File: src/rtl/beam_thresh_loader.sv
// beam_thresh_loader
//
// Holds two sets of 18-bit trigger thresholds per beam and, on a commit,
// streams them pair-by-pair into the beamformer's cascaded threshold chain,
// then pulses the update strobe for the sets that were loaded.
//
// Ports:
//   clk_i, rst_i        sole clock; synchronous active-high reset
//   cfg_wr_i            threshold write strobe
//   cfg_beam_i          beam index of the write
//   cfg_sel_i           threshold set (0/1) of the write
//   cfg_data_i          18-bit threshold value
//   cfg_ready_o         high while writes are accepted (not busy)
//   cfg_drop_o          sticky: a write was dropped (busy or bad beam)
//   commit_i            start-load request
//   commit_mask_i       sets to load, bit k selects set k
//   busy_o              a load sequence is in progress
//   done_o              one-cycle pulse when a sequence completes
//   thresh_o            {beam 2p+1, beam 2p} threshold word for the cascade
//   thresh_wr_o         cascade shift strobe, one bit per set
//   thresh_update_o     update strobe, one bit per set
module beam_thresh_loader #(
  parameter int          NBEAMS      = 2,
  parameter logic [17:0] THRESH_INIT = 18'h3FFFF,
  parameter int          SETTLE      = 2,
  parameter string       AUTOLOAD    = "TRUE"
) (
  input  logic                                         clk_i,
  input  logic                                         rst_i,
  input  logic                                         cfg_wr_i,
  input  logic [((NBEAMS > 1) ? $clog2(NBEAMS) : 1)-1:0] cfg_beam_i,
  input  logic                                         cfg_sel_i,
  input  logic [17:0]                                  cfg_data_i,
  output logic                                         cfg_ready_o,
  output logic                                         cfg_drop_o,
  input  logic                                         commit_i,
  input  logic [1:0]                                   commit_mask_i,
  output logic                                         busy_o,
  output logic                                         done_o,
  output logic [35:0]                                  thresh_o,
  output logic [1:0]                                   thresh_wr_o,
  output logic [1:0]                                   thresh_update_o
);

  localparam int             BW      = (NBEAMS > 1) ? $clog2(NBEAMS) : 1;
  localparam int             NPAIR   = (NBEAMS + 1) / 2;
  localparam int             PW      = (NPAIR > 1) ? $clog2(NPAIR) : 1;
  localparam logic [PW-1:0]  PLAST   = PW'(NPAIR - 1);
  localparam bit             AUTO_EN = (AUTOLOAD == "TRUE");

  typedef enum logic [1:0] {
    S_IDLE,
    S_LOAD,
    S_SETTLE,
    S_UPDATE
  } state_t;

  state_t         state;
  logic [1:0]     mask_q;
  logic           set_k;
  logic [PW-1:0]  pair_p;
  logic [3:0]     settle_cnt;
  logic           auto_pend;

  logic [17:0]    thr0 [NBEAMS];
  logic [17:0]    thr1 [NBEAMS];
  logic [17:0]    rd0  [NBEAMS];
  logic [17:0]    rd1  [NBEAMS];

  logic           beam_ok;
  logic           wr_acc;
  logic           start_go;
  logic [1:0]     start_mask;
  logic           nxt_valid;
  logic           nxt_k;
  logic [PW-1:0]  nxt_p;
  logic [17:0]    word_lo;
  logic [17:0]    word_hi;

  // When NBEAMS fills the index width every index is a real beam, so the
  // range check collapses to a constant instead of a always-true compare.
  if (NBEAMS == (1 << BW)) begin : g_beam_full
    assign beam_ok = 1'b1;
  end else begin : g_beam_part
    assign beam_ok = (int'(cfg_beam_i) < NBEAMS);
  end

  assign cfg_ready_o = ~busy_o;
  assign wr_acc      = cfg_wr_i & ~busy_o & beam_ok;

  // Threshold register file plus the sticky drop flag. Writes are only
  // taken while idle; anything arriving while busy or aimed at a missing
  // beam is discarded and remembered in cfg_drop_o until reset.
  always_ff @(posedge clk_i) begin
    if (rst_i) begin
      for (int b = 0; b < NBEAMS; b++) begin
        thr0[b] <= THRESH_INIT;
        thr1[b] <= THRESH_INIT;
      end
      cfg_drop_o <= 1'b0;
    end else begin
      if (wr_acc) begin
        if (cfg_sel_i) begin
          thr1[cfg_beam_i] <= cfg_data_i;
        end else begin
          thr0[cfg_beam_i] <= cfg_data_i;
        end
      end
      if (cfg_wr_i && (busy_o || !beam_ok)) begin
        cfg_drop_o <= 1'b1;
      end
    end
  end

  // Forwarded view of the register file: a write landing on the same edge
  // that starts a load must already appear in the first word shifted out,
  // because the first cascade word is registered on that very edge.
  always_comb begin
    for (int b = 0; b < NBEAMS; b++) begin
      rd0[b] = thr0[b];
      rd1[b] = thr1[b];
      if (wr_acc && (int'(cfg_beam_i) == b)) begin
        if (cfg_sel_i) begin
          rd1[b] = cfg_data_i;
        end else begin
          rd0[b] = cfg_data_i;
        end
      end
    end
  end

  // Decide which (set, pair) word goes onto the cascade in the next cycle.
  // Pairs are walked from the farthest one down to pair 0 so that after
  // NPAIR shifts each stage of the chain holds its own value; set 0 runs
  // before set 1 with no bubble between them.
  always_comb begin
    start_mask = auto_pend ? 2'b11 : commit_mask_i;
    start_go   = (state == S_IDLE) &&
                 (auto_pend || (commit_i && (commit_mask_i != 2'b00)));
    nxt_valid  = 1'b0;
    nxt_k      = 1'b0;
    nxt_p      = PLAST;
    case (state)
      S_IDLE: begin
        nxt_valid = start_go;
        nxt_k     = ~start_mask[0];
      end
      S_LOAD: begin
        if (pair_p != '0) begin
          nxt_valid = 1'b1;
          nxt_k     = set_k;
          nxt_p     = pair_p - PW'(1);
        end else if (!set_k && mask_q[1]) begin
          nxt_valid = 1'b1;
          nxt_k     = 1'b1;
        end
      end
      default: begin
      end
    endcase
  end

  // Gather the two beams of the selected pair. The upper half of the last
  // pair stays zero when the beam count is odd.
  always_comb begin
    word_lo = '0;
    word_hi = '0;
    for (int b = 0; b < NBEAMS; b++) begin
      if (b == 2 * int'(nxt_p)) begin
        word_lo = nxt_k ? rd1[b] : rd0[b];
      end
      if (b == 2 * int'(nxt_p) + 1) begin
        word_hi = nxt_k ? rd1[b] : rd0[b];
      end
    end
  end

  // Load sequencer. Every output is registered here; strobes and the data
  // word default to zero each cycle so thresh_o is only non-zero alongside
  // a shift strobe. The autoload request is a one-shot armed by reset and
  // takes priority over any external commit in the same cycle.
  always_ff @(posedge clk_i) begin
    if (rst_i) begin
      state           <= S_IDLE;
      mask_q          <= 2'b00;
      set_k           <= 1'b0;
      pair_p          <= '0;
      settle_cnt      <= 4'd0;
      auto_pend       <= AUTO_EN;
      thresh_o        <= '0;
      thresh_wr_o     <= 2'b00;
      thresh_update_o <= 2'b00;
      busy_o          <= 1'b0;
      done_o          <= 1'b0;
    end else begin
      auto_pend       <= 1'b0;
      done_o          <= 1'b0;
      thresh_update_o <= 2'b00;
      thresh_o        <= '0;
      thresh_wr_o     <= 2'b00;
      if (nxt_valid) begin
        thresh_o    <= {word_hi, word_lo};
        thresh_wr_o <= nxt_k ? 2'b10 : 2'b01;
        set_k       <= nxt_k;
        pair_p      <= nxt_p;
      end
      case (state)
        S_IDLE: begin
          if (start_go) begin
            state  <= S_LOAD;
            mask_q <= start_mask;
            busy_o <= 1'b1;
          end
        end
        S_LOAD: begin
          if (!nxt_valid) begin
            if (SETTLE == 0) begin
              state           <= S_UPDATE;
              thresh_update_o <= mask_q;
            end else begin
              state      <= S_SETTLE;
              settle_cnt <= 4'(SETTLE - 1);
            end
          end
        end
        S_SETTLE: begin
          if (settle_cnt == 4'd0) begin
            state           <= S_UPDATE;
            thresh_update_o <= mask_q;
          end else begin
            settle_cnt <= settle_cnt - 4'd1;
          end
        end
        S_UPDATE: begin
          state  <= S_IDLE;
          busy_o <= 1'b0;
          done_o <= 1'b1;
        end
        default: begin
          state <= S_IDLE;
        end
      endcase
    end
  end

endmodule

File: config.mk
export PLATFORM = sky130hd
export DESIGN_NAME = beam_thresh_loader
export DESIGN_NICKNAME = d
export VERILOG_FILES = /design/src/rtl/beam_thresh_loader.sv
export SDC_FILE = /design/constraint.sdc
export NUM_CORES = 1
export LEC_CHECK = 0
export ABC_CLOCK_PERIOD_IN_PS = 2000
export BUFFER_PORTS_ARGS = -buffer_cell sky130_fd_sc_hd__buf_4
export CAP_MARGIN = 20
export CORE_MARGIN = 5
export CORE_UTILIZATION = 57
export CTS_BUF_LIST = sky130_fd_sc_hd__clkbuf_16
export CTS_CLUSTER_SIZE = 14
export DETAILED_ROUTE_END_ITERATION = 12
export PLACE_DENSITY_LB_ADDON = 0.1
export SYNTH_ARGS = -nofsm -noshare
export SYNTH_HDL_FRONTEND = slang
export SYNTH_SLANG_ARGS = --single-unit
File: constraint.sdc
create_clock -name clk_i -period 2 [get_ports clk_i]
set_input_delay 0.1 -clock clk_i [delete_from_list [all_inputs] [get_ports clk_i]]
set_output_delay 0.1 -clock clk_i [all_outputs]
set_load 0.02 [all_outputs]
==> results.tsv <==
stage	metric	value	unit
timing	relSlewSlack	0.6236	
synthesis	yosys_most_used_dff	edfxtp_1	
cts	clock-sinks	125	
setup_path	crit_arrival	2110	ps
timing	slew_violations	0	
synthesis	syn_inst	415	
power_and_ir_drop	leakage	2.456	nW
final_layout	fin_nets	533	
synthesis	async_reset_ff_frac	0	
route	detail_route.wl_per_cell	18.30	µm
setup_path	crit_type	reg2reg	
final_layout	area_growth	24.19	%
final_layout	drive_gt1_frac	0.3340	
cts	cts_tree	done	
setup_path	reg2reg_from	state[1]	
timing	clock_skew	8.730	ps
cts	clock_latency	410	ps
route	vias	3539	
floorplanning	die_area	0.01151	mm²
global_route	grt_pass1_wl	18.69	mm
setup_path	required	2290	ps
timing	worst_slew_pin_slew	564.6	ps
cts	ctsHtreeMaxLevel	4	
floorplanning	fp.dieH	107.3	µm
cts	clkTransAtPathRegs	60	ps
placement	hpwl	7.432	mm
synthesis	ys_seq_area_frac	0.5975	
setup_path	cpMostUsedCell	o211a_1	
timing	timing.hold.ws	15.29	ps
setup_path	critPathMaxFanout	5	
route	first_iter_violations	203	
job	max_cap_viol_count	0	
route	first_pass_iters	5	
synthesis	synthDistinctLibCells	45	
route	drc_errors	0	
final_layout	final_cell_mix	87 x buf_4, 73 x mux2i_1, 72 x edfxtp_1	
setup_path	crit_path_top_delay_cell	dfxtp_1	
synthesis	synthesis.nets	446	
setup_path	path_cells	inv_1 -> ha_1 -> nand3b_1 -> o211a_1 -> o211a_1 -> mux2_2	
cts	cts_setup_buffers	0	
timing	min_period_over_period	0.9102	
timing	fmax	0.5493	GHz
synthesis	syn_avg_cell_area	13.00	µm²
power_and_ir_drop	irDropWorstVdd	783.7	µV
placement	port_buffers	69	
global_route	grt_usage	0.2144	
floorplanning	initial_core_util	0.5838	
timing	rsz0062_at_grt	no	
timing	period_needed	1820	ps
synthesis	syn_area	0.005394	mm²
setup_path	max_stage_delay	380	ps
synthesis	synth_edf_count	72	
placement	globalplace.congestion	0.7725	
setup_path	end_kind	flop	
status	status	finished clean	
floorplanning	ios	70	
final_layout	final_core_util	0.7250	
cts	cts-root-buf	clkbuf_16	
floorplanning	die_w	107.3	µm
cts	cts_buffer_depth	2	
timing	tns	0	ps
timing	finalHoldViolations	0	
setup_path	cp-start-kind	flop	
route	final_antenna_net_count	0	
setup_path	startpoint	state[1]	
global_route	antenna_found_initial	0	
synthesis	ys_ff_latch	125	
min_path	min_from	cfg_data_i[12]	
min_path	hold_class	in2reg	
route	routed_via_density	5.495	
global_route	gr-total-overflow	0	
floorplanning	core-area	0.009240	mm²
final_layout	num_antenna_cells	0	
final_layout	final_common_cell	buf_4	
timing	setup_viol	0	
cts	cts-buffers-inserted	17	
global_route	grt_max_degree	27	
floorplanning	rows	35	
global_route	grt_pass1_vias	3576	
power_and_ir_drop	powerDensity	1255	mW/mm²
route	wl	11.79	mm
synthesis	ys.warnings.count	0	
==> cell families after synthesis <==
logic type / count (synthesis) / share of synthesized area
muxes: 74 / 0.1376
adders and majority gates: 5 / 0.01160
DFF: 125 / 0.5975
buffers and inverters: 32 / 0.03712
AOI/OAI and AO/OA: 58 / 0.07817
and+or+nand+nor: 121 / 0.1380
==> per-stage QoR <==
stage / total power, mW / instances / worst slack [ps] / instance area, µm²
final: 8.406 / 644 / 179.6 / 6699
after global routing: 8.783 / 644 / 28.50 / 6699
after CTS: 8.440 / 644 / 173.4 / 6694
after detailed placement: 5.431 / 609 / 188.4 / 6076
after global placement: 5.374 / 609 / 281.7 / 6076
after floorplan: 4.621 / 415 / 92.92 / 5394
==> flip-flops by register name (all words and copies together), names as in the netlist <==
signal           cells
thresh_o            36
busy_o               1
done_o               1
state                2
settle_cnt           4
mask_q               2
thresh_update_o      2
cfg_drop_o           1
auto_pend            1
set_k                1
thresh_wr_o          2
thr0                36
thr1                36
==> layer usage <==
| metal | up-vias | share of wire | routed length [µm] | global-route usage |
|---|---|---|---|---|
| li1 | 1691 | - | - | - |
| met1 | 1729 | 0.42 | 4949 | 0.2719 |
| met2 | 112 | 0.52 | 6113 | 0.3610 |
| met3 | 7 | 0.053 | 625 | 0.05339 |
| met4 | 0 | 0.0084 | 99 | 0.06849 |
| met5 | - | 0 | 0 | 0 |
==> synthesized netlist by cell type, types with 2 or more instances <==
cell type | instances | share of area
nand3_1 | 2 | 0.0019
buf_6 | 8 | 0.017
o22ai_2 | 4 | 0.0093
and3_1 | 3 | 0.0035
o21a_1 | 3 | 0.0042
a21oi_1 | 2 | 0.0019
nor2_1 | 11 | 0.0077
edfxtp_1 | 72 | 0.40
buf_4 | 4 | 0.0056
inv_1 | 9 | 0.0063
nor3_1 | 3 | 0.0028
o211a_1 | 2 | 0.0037
nand2b_1 | 41 | 0.048
ha_1 | 5 | 0.012
a211oi_1 | 2 | 0.0028
nand3b_1 | 3 | 0.0042
mux2i_1 | 73 | 0.14
nor2b_1 | 5 | 0.0058
buf_2 | 4 | 0.0037
dfxtp_1 | 53 | 0.20
clkbuf_1 | 7 | 0.0049
or2_2 | 39 | 0.045
o22ai_1 | 32 | 0.037
nand2_1 | 7 | 0.0049
==> power by group <==
part / internal, mW / leakage [nW] / total [mW] / switching [mW]
Combinational: 0.891 / 1.24 / 2.09 / 1.20
Clock: 1.85 / 0.271 / 3.03 / 1.17
Sequential: 3.11 / 0.949 / 3.29 / 0.174
==> worst paths after layout <==
path / endpoint / slack, ps / cells after the start
worst min-delay path: thr0[1][12] / 20 / 2
worst max register to register: settle_cnt[1] / 180 / 6
worst max-delay path: settle_cnt[1] / 180 / 6
worst min register to register: set_k / 470 / 2
==> worst max-delay path: cells and delay by family, from the launching register on <==
| kind | cells | cell delay (ps) |
|---|---|---|
| adder cells (fa/ha/maj) | 1 | 250 |
| buffers and inverters | 1 | 80 |
| AND/OR/NAND/NOR | 1 | 180 |
| AO/OA/AOI/OAI | 2 | 480 |
| flip-flops | 1 | 380 |
| multiplexers | 1 | 350 |
==> final cells by class <==
class / count / area [µm²]
Clock buffer: 17 / 425.4
Clock inverter: 15 / 162.7
Fill cell: 632 / 2541
Inverter: 9 / 33.78
Multi-Input combinational cell: 258 / 1989
Sequential cell: 125 / 3223
Tap cell: 129 / 161.4
Timing Repair Buffer: 91 / 703.2
==> repair_timing <==
item	CTS	global route
endpoints found under the hold margin	3	0
resized for setup	0	1
endpoints found under the setup margin	0	1
hold buffers	3	0
Note: power is estimated with default switching activity, not from simulation.
